## config.mk

```make
export PLATFORM = sky130hd
export DESIGN_NAME = cmd_ctrl
export DESIGN_NICKNAME = d
export VERILOG_FILES = /design/src/rtl/cmd_ctrl.sv
export SDC_FILE = /design/constraint.sdc
export NUM_CORES = 1
export LEC_CHECK = 0
export ABC_AREA = 1
export ABC_CLOCK_PERIOD_IN_PS = 2600
export BUFFER_PORTS_ARGS = -buffer_cell sky130_fd_sc_hd__buf_2
export CAP_MARGIN = 10
export CORE_UTILIZATION = 58
export CTS_BUF_LIST = sky130_fd_sc_hd__clkbuf_4 sky130_fd_sc_hd__clkbuf_8
export CTS_CLUSTER_SIZE = 10
export DETAILED_ROUTE_END_ITERATION = 6
export GPL_TIMING_DRIVEN = 0
export PLACE_DENSITY = 0.77
export SYNTH_ARGS = -nofsm -noshare
export SYNTH_HDL_FRONTEND = slang
export SYNTH_SLANG_ARGS = --single-unit
```

## constraint.sdc

```tcl
create_clock -name clk -period 2.6 [get_ports clk]
set_clock_uncertainty 0.05 [all_clocks]
set_input_delay 0.26 -clock clk [delete_from_list [all_inputs] [get_ports clk]]
set_output_delay 0.26 -clock clk [all_outputs]
set_load 0.01 [all_outputs]
```

## src/rtl/cmd_ctrl.sv

```systemverilog
// cmd_ctrl: command sequencer behind the UART string recogniser.
// Runs the RUN/IDLE control FSM and the elapsed-cycle counter, and streams
// a 4-byte ASCII reply per command to the transmitter (valid/ready).
//
// Ports:
//   clk, rst                   clock, async active-high reset
//   is_start, is_stop, other   one-cycle command pulses (stop > start > other)
//   tx_ready / tx_valid        byte handshake towards uart_tx
//   tx_data                    reply byte, held while tx_valid & !tx_ready
//   run                        1 while in RUN
//   elapsed                    cycles spent in RUN since the last accepted start
//   busy                       reply in progress
//   drop_cnt                   commands dropped while busy (saturates at 255)
//
// Optional feature: define CMD_CTRL_TIMEOUT_EN to auto-stop after TIMEOUT
// cycles of RUN with a "TO\r\n" reply.

module cmd_ctrl #(
    parameter int CNT_W   = 32,
    parameter int TIMEOUT = 100000000
) (
    input  logic             clk,
    input  logic             rst,
    input  logic             is_start,
    input  logic             is_stop,
    input  logic             other,
    input  logic             tx_ready,
    output logic             tx_valid,
    output logic [7:0]       tx_data,
    output logic             run,
    output logic [CNT_W-1:0] elapsed,
    output logic             busy,
    output logic [7:0]       drop_cnt
);

    localparam logic [31:0] MSG_GO = 32'h474F_0D0A;
    localparam logic [31:0] MSG_ER = 32'h4552_0D0A;
    localparam logic [31:0] MSG_OK = 32'h4F4B_0D0A;

    if (TIMEOUT < 2) begin : g_bad_timeout
        $error("cmd_ctrl: TIMEOUT must be at least 2");
    end

    typedef enum logic {IDLE, RUN} ctrl_t;
    typedef enum logic {R_IDLE, R_SEND} rstate_t;

    ctrl_t            ctrl_q, ctrl_d;
    logic [CNT_W-1:0] elapsed_q, elapsed_d;
    rstate_t          rstate_q, rstate_d;
    logic [1:0]       idx_q, idx_d;
    logic [31:0]      msg_q, msg_d;
    logic [7:0]       drop_q, drop_d;

    logic        in_run;
    logic        to_hit;
    logic        ev_any;
    logic [31:0] ev_msg;

    assign in_run = (ctrl_q == RUN);

`ifdef CMD_CTRL_TIMEOUT_EN
    localparam logic [31:0] MSG_TO = 32'h544F_0D0A;
    localparam int          TO_W   = (TIMEOUT > 2) ? $clog2(TIMEOUT) : 1;

    logic [TO_W-1:0] to_cnt_q, to_cnt_d;

    // Counts RUN cycles; zero on the cycle RUN is entered.
    always_comb begin
        to_cnt_d = in_run ? to_cnt_q + TO_W'(1) : '0;
    end

    assign to_hit = in_run && (to_cnt_q == TO_W'(TIMEOUT - 1));

    always_ff @(posedge clk or posedge rst) begin
        if (rst) begin
            to_cnt_q <= '0;
        end else begin
            to_cnt_q <= to_cnt_d;
        end
    end
`else
    assign to_hit = 1'b0;
`endif

    // Control FSM: exactly one event per cycle, stop > timeout > start > other.
    always_comb begin
        ctrl_d    = ctrl_q;
        elapsed_d = in_run ? elapsed_q + CNT_W'(1) : elapsed_q;
        ev_any    = is_stop | to_hit | is_start | other;
        ev_msg    = MSG_ER;
        if (is_stop) begin
            ctrl_d = IDLE;
            if (in_run) begin
                ev_msg = MSG_OK;
            end
`ifdef CMD_CTRL_TIMEOUT_EN
        end else if (to_hit) begin
            ctrl_d = IDLE;
            ev_msg = MSG_TO;
`endif
        end else if (is_start && !in_run) begin
            ctrl_d    = RUN;
            elapsed_d = '0;
            ev_msg    = MSG_GO;
        end
    end

    // Reply FSM: msg_q shifts left so tx_data is always the top byte.
    always_comb begin
        rstate_d = rstate_q;
        idx_d    = idx_q;
        msg_d    = msg_q;
        drop_d   = drop_q;
        if (rstate_q == R_SEND && tx_ready) begin
            msg_d = {msg_q[23:0], 8'h00};
            idx_d = idx_q + 2'd1;
            if (idx_q == 2'd3) begin
                rstate_d = R_IDLE;
            end
        end
        // Busy includes the cycle of the final handshake.
        if (ev_any) begin
            if (rstate_q == R_IDLE) begin
                rstate_d = R_SEND;
                idx_d    = 2'd0;
                msg_d    = ev_msg;
            end else if (drop_q != 8'hFF) begin
                drop_d = drop_q + 8'd1;
            end
        end
    end

    always_ff @(posedge clk or posedge rst) begin
        if (rst) begin
            ctrl_q    <= IDLE;
            elapsed_q <= '0;
            rstate_q  <= R_IDLE;
            idx_q     <= 2'd0;
            msg_q     <= '0;
            drop_q    <= 8'd0;
        end else begin
            ctrl_q    <= ctrl_d;
            elapsed_q <= elapsed_d;
            rstate_q  <= rstate_d;
            idx_q     <= idx_d;
            msg_q     <= msg_d;
            drop_q    <= drop_d;
        end
    end

    assign run      = in_run;
    assign elapsed  = elapsed_q;
    assign tx_valid = (rstate_q == R_SEND);
    assign busy     = (rstate_q == R_SEND);
    assign tx_data  = msg_q[31:24];
    assign drop_cnt = drop_q;

endmodule

```

---- Word-level counts from Yosys, hierarchy flattened ----
Cells that the tools add are included.
cells by class
  multiplexer cells ....................... 18
  add/sub/neg operators ................... 3
  bitwise gates (word level) .............. 2
  equality and inequality tests ........... 2
  reduce and logical (&&, ||, !) cells .... 5
operators by type and width
  kind                     number
  $mux W32                 7
  $add A32 B1 Y32 const B  1
  $mux W28                 1
  $mux W26                 1
  $add A8 B1 Y8 const B    1
  $ne A8 B8 Y1 const B     1
  $mux W1                  6
  $mux W2                  3
  $reduce_and A3 Y1        1
  $add A2 B1 Y2 const B    1
  $eq A2 B2 Y1 const B     1
  $logic_and A1 B1 Y1      2
  $or A1 B1 Y1             2
  $reduce_bool A2 Y1       1
  $logic_not A1 Y1         1
word-level totals
  register bits ........................... 76
  output and inout port bits .............. 51

---- Logic depth before layout (Yosys ltp) ----
  word-level depth ........................ 6
  gate-level depth with buffers ........... 9
  gate-level depth less buffers ........... 9

---- Least setup slack after synthesis ----
OpenSTA, ideal clock, no wires.
  path type ............................... register to register
  start ................................... reg elapsed_q[1] (netlist: elapsed[1])
  end ..................................... reg elapsed_q[18] (netlist: elapsed[18])
  cell stages (with the launch flop) ...... 9
  clock period less this slack ............ 1438 ps
  library setup time ...................... 117 ps
  required time ........................... 2433 ps
  data arrival time ....................... 1271 ps
  buffers on the path ..................... 0
  setup slack ............................. 1162 ps
  cell sequence ........................... dfrtp_1 > ha_1 > nand4_1 > nor2_2 > nand2_1 > nor2_1 > nand2_1 > nand2_1 > nor2_1
on the way
  word-level cells in the longest chain between the ends .. 4
ends and longest elaborated chain
  what                     RTL line  text
  start, declared          48        logic [CNT_W-1:0] elapsed_q, elapsed_d;
  start signal, assigned   143       elapsed_q <= elapsed_d;
  $add A32 B1 Y32 (*)      88        elapsed_d = in_run ? elapsed_q + CNT_W'(1) : elapsed_q;
  $mux W32 (*)             88
  $mux W32                 101       end else if (is_start && !in_run) begin
  $mux W32 (*)             91        if (is_stop) begin
  named net elapsed_d[18]  48
The timed path passes the listed nets; every way through them passes the cells marked *.
A chain may end at the register's enable or synchronous reset.

---- Final worst setup path ----
Ends and elaborated chain as after synthesis.

==> impl_metrics.py <==
metrics = {
    "run": {
        "maxCapViolCount": 0,
    },
    "finish": {
        "nets": 593,
        "drive_gt1_share_pct": 18.85,
        "final_area_sq_um": 4532,
        "multi_input_area_sq_um": 1624,
        "final_common_cell": "nand2_1",
        "insertedDiodeCount": 0,
        "syn2layout_area_growth_pct": 15.79,
        "regArea_sq_um": 1902,
        "fillers": 550,
        "layout_common_cells": "151 x nand2_1, 76 x dfrtp_1, 64 x nor2_1",
    },
    "clocking": {
        "clockBufferDepth": 2,
        "cts_resized": 0,
        "insertion_delay_ns": 0.35,
        "clk_pin_slew_worst_paths_ns": 0.08,
        "cts_hold_buf": 1,
        "post_cts_buffers": 0,
        "cts_sinks": 76,
        "cts_buffers": 9,
        "cts.htree.levels": 3,
        "root_buffer": "clkbuf_8",
        "cts_tree": "done",
    },
    "global_route": {
        "overflow": 0,
        "met3_usage_pct": 6.391,
        "grt_first_pass_wirelength_microns": 14350,
        "grt_max_degree": 73,
        "grt_util_met1_pct": 32.03,
        "antenna_found_initial": 0,
        "grt_busiest_layer": "met2",
        "grt_pass1_vias": 3187,
        "gr-usage-met2_pct": 44.41,
        "grt_usage_pct": 25.95,
    },
    "worst_setup_path": {
        "worstPathMaxFanout": 5,
        "cpPeakStageDelay_ns": 0.41,
        "crit_path_start_kind": "register",
        "crit_path_end_kind": "register",
        "crit_type": "register to register",
        "critical_path.cell_chain": "ha_1 -> nand4_1 -> nor2_2 -> nand2_1 -> nor2_1 -> nand2_1 -> nand2_1 -> nor2_1",
        "critPathSlowestCell": "dfrtp_1",
        "crit_path_frequent_cell": "nand2_1",
        "required_ns": 2.79,
        "arrival_ns": 1.86,
    },
    "timing": {
        "fmaxAchievable_mhz": 597.1,
        "setup_viol": 0,
        "fin_crit_ns": 1.675,
        "min_period_over_period_pct": 64.42,
        "hold_viol_final": 0,
        "whs_ns": 0.04511,
        "rsz0062_at_grt": "no",
        "worst_pin_slew_ns": 0.4897,
        "relSlewSlack_pct": 67.35,
        "drv_slew": 0,
    },
    "floorplan": {
        "io_pins": 57,
        "fp.dieArea_sq_um": 7080,
        "core_area_sq_um": 6422,
        "die_y_microns": 84.15,
        "row_count": 29,
        "chipWidth_microns": 84.15,
        "initial_core_util_pct": 60.94,
    },
    "routing": {
        "ant_nets": 0,
        "via_per_inst": 5.168,
        "avgRoutedWirePerCell_microns": 12.60,
        "drt-total-wl_microns": 8390,
        "firstDrtPassIters": 6,
        "drc_errors": 14,
        "drtIter0Drc": 210,
        "vias": 3442,
    },
    "placement": {
        "place_area_sq_um": 4320,
        "dp_hpwl_microns": 5987,
        "io_buffers": 56,
        "gp_congestion": 0.8378,
    },
    "synthesis": {
        "yosysWarnings": 0,
        "netlist-cell-type-count": 30,
        "avgSynthCellArea_sq_um": 7.600,
        "yosysSeqAreaShare_pct": 48.59,
        "syn-num-nets": 524,
        "synth.cell_area_sq_um": 3914,
        "ys_seq_elements": 76,
        "syn-instance-count": 515,
    },
    "outcome": {
        "violations": "DRC",
        "status": "finished, violations left",
    },
    "power_and_ir_drop": {
        "finalPower_mw": 3.272,
        "power.density_nw_per_um2": 722.0,
        "vdd_drop_max_uv": 620.1,
        "leakagePower_nw": 2.421,
    },
    "worst_hold_path": {
        "hold_path.class": "primary input to register",
    },
}
## cell type report
cell class	instances	share of cell area [%]
clock inverter	4	1.077
sequential	76	41.97
multi-input combinational	349	35.84
clock buffer	12	3.368
inverter	67	5.605
buffer	23	3.009
timing repair buffer	58	7.013
tap	77	2.126
## state kept, by name, summed over array words and instances, names as in the netlist
| register | count |
|---|---|
| busy | 1 |
| msg_q | 32 |
| run | 1 |
| idx_q | 2 |
| elapsed | 32 |
| drop_cnt | 8 |
## path summary, 6_finish.rpt
check / startpoint / end / slack (ns) / cells after the start
setup / recovery: elapsed[1] / elapsed[18] / 0.93 / 8
hold / removal: is_stop / run / 0.05 / 2
setup reg to reg: elapsed[1] / elapsed[18] / 0.93 / 8
hold reg to reg: msg_q[22] / msg_q[30] / 0.45 / 2
max in group asynchronous: rst / idx_q[1] / 1.67 / 4
min in group asynchronous: rst / drop_cnt[1] / 0.28 / 3
## critical path, delay by kind of cell (launching register included)
family	cells	cell delay, ns
AND/OR/NAND/NOR	7	0.91
adder cells (fa/ha/maj)	1	0.21
flip-flops	1	0.41
## power breakdown
| part | switching, mW | leakage (nW) | total, mW | internal, mW |
|---|---|---|---|---|
| Sequential | 0.158 | 1.02 | 1.54 | 1.38 |
| Combinational | 0.462 | 1.30 | 0.803 | 0.342 |
| Clock | 0.437 | 0.107 | 0.927 | 0.490 |
## Yosys cell counts
cell type | number | area, sq um
o21a_1 | 2 | 15.01
nor2_2 | 9 | 56.30
nor2_4 | 2 | 22.52
nand3_2 | 3 | 30.03
xor2_1 | 5 | 43.79
buf_4 | 10 | 75.07
nor2_8 | 1 | 20.02
clkbuf_1 | 6 | 22.52
dfrtp_1 | 76 | 1902
inv_2 | 3 | 11.26
inv_1 | 63 | 236.5
xnor2_1 | 5 | 43.79
nor3_1 | 13 | 65.06
nand2_2 | 4 | 25.02
ha_1 | 3 | 37.54
nand2_1 | 151 | 566.8
buf_6 | 1 | 11.26
buf_1 | 2 | 7.510
nand3b_1 | 1 | 7.510
nand4_1 | 11 | 68.82
and2_1 | 1 | 6.260
o21bai_1 | 1 | 7.510
clkinv_1 | 1 | 3.750
buf_2 | 4 | 20.02
and3_1 | 1 | 6.260
nor2_1 | 64 | 240.2
a31oi_1 | 1 | 6.260
o21ai_0 | 13 | 65.06
nand3_1 | 39 | 195.2
a21oi_1 | 19 | 95.09
## through the flow
step | setup WS (ns) | instances | utilization [%] | TNS [ns]
after floorplan | 0.3517 | 515 | - | 0
after global placement | -0.5766 | 648 | 66.80 | -43.59
after detailed placement | 0.9249 | 649 | 67.27 | 0
after CTS | 0.9121 | 666 | 70.56 | 0
after global routing | 0.7292 | 666 | 70.56 | 0
final | 0.9251 | 666 | 70.56 | 0
## kinds of logic after synthesis
group	Yosys count	synth area share (%)
AO/OA/AOI/OAI	36	4.827
XOR/XNOR	10	2.238
buffers and inverters	90	9.910
adder cells (fa/ha/maj)	3	0.9592
AND/OR/NAND/NOR	300	33.47
flip-flops	76	48.59
## layer usage
layer,part of all wire [%],vias up
met3,4.2,16
met4,1.9,0
met2,50,71
met5,0,-
li1,-,1739
met1,44,1616
Power figures use the tool's default switching activity.
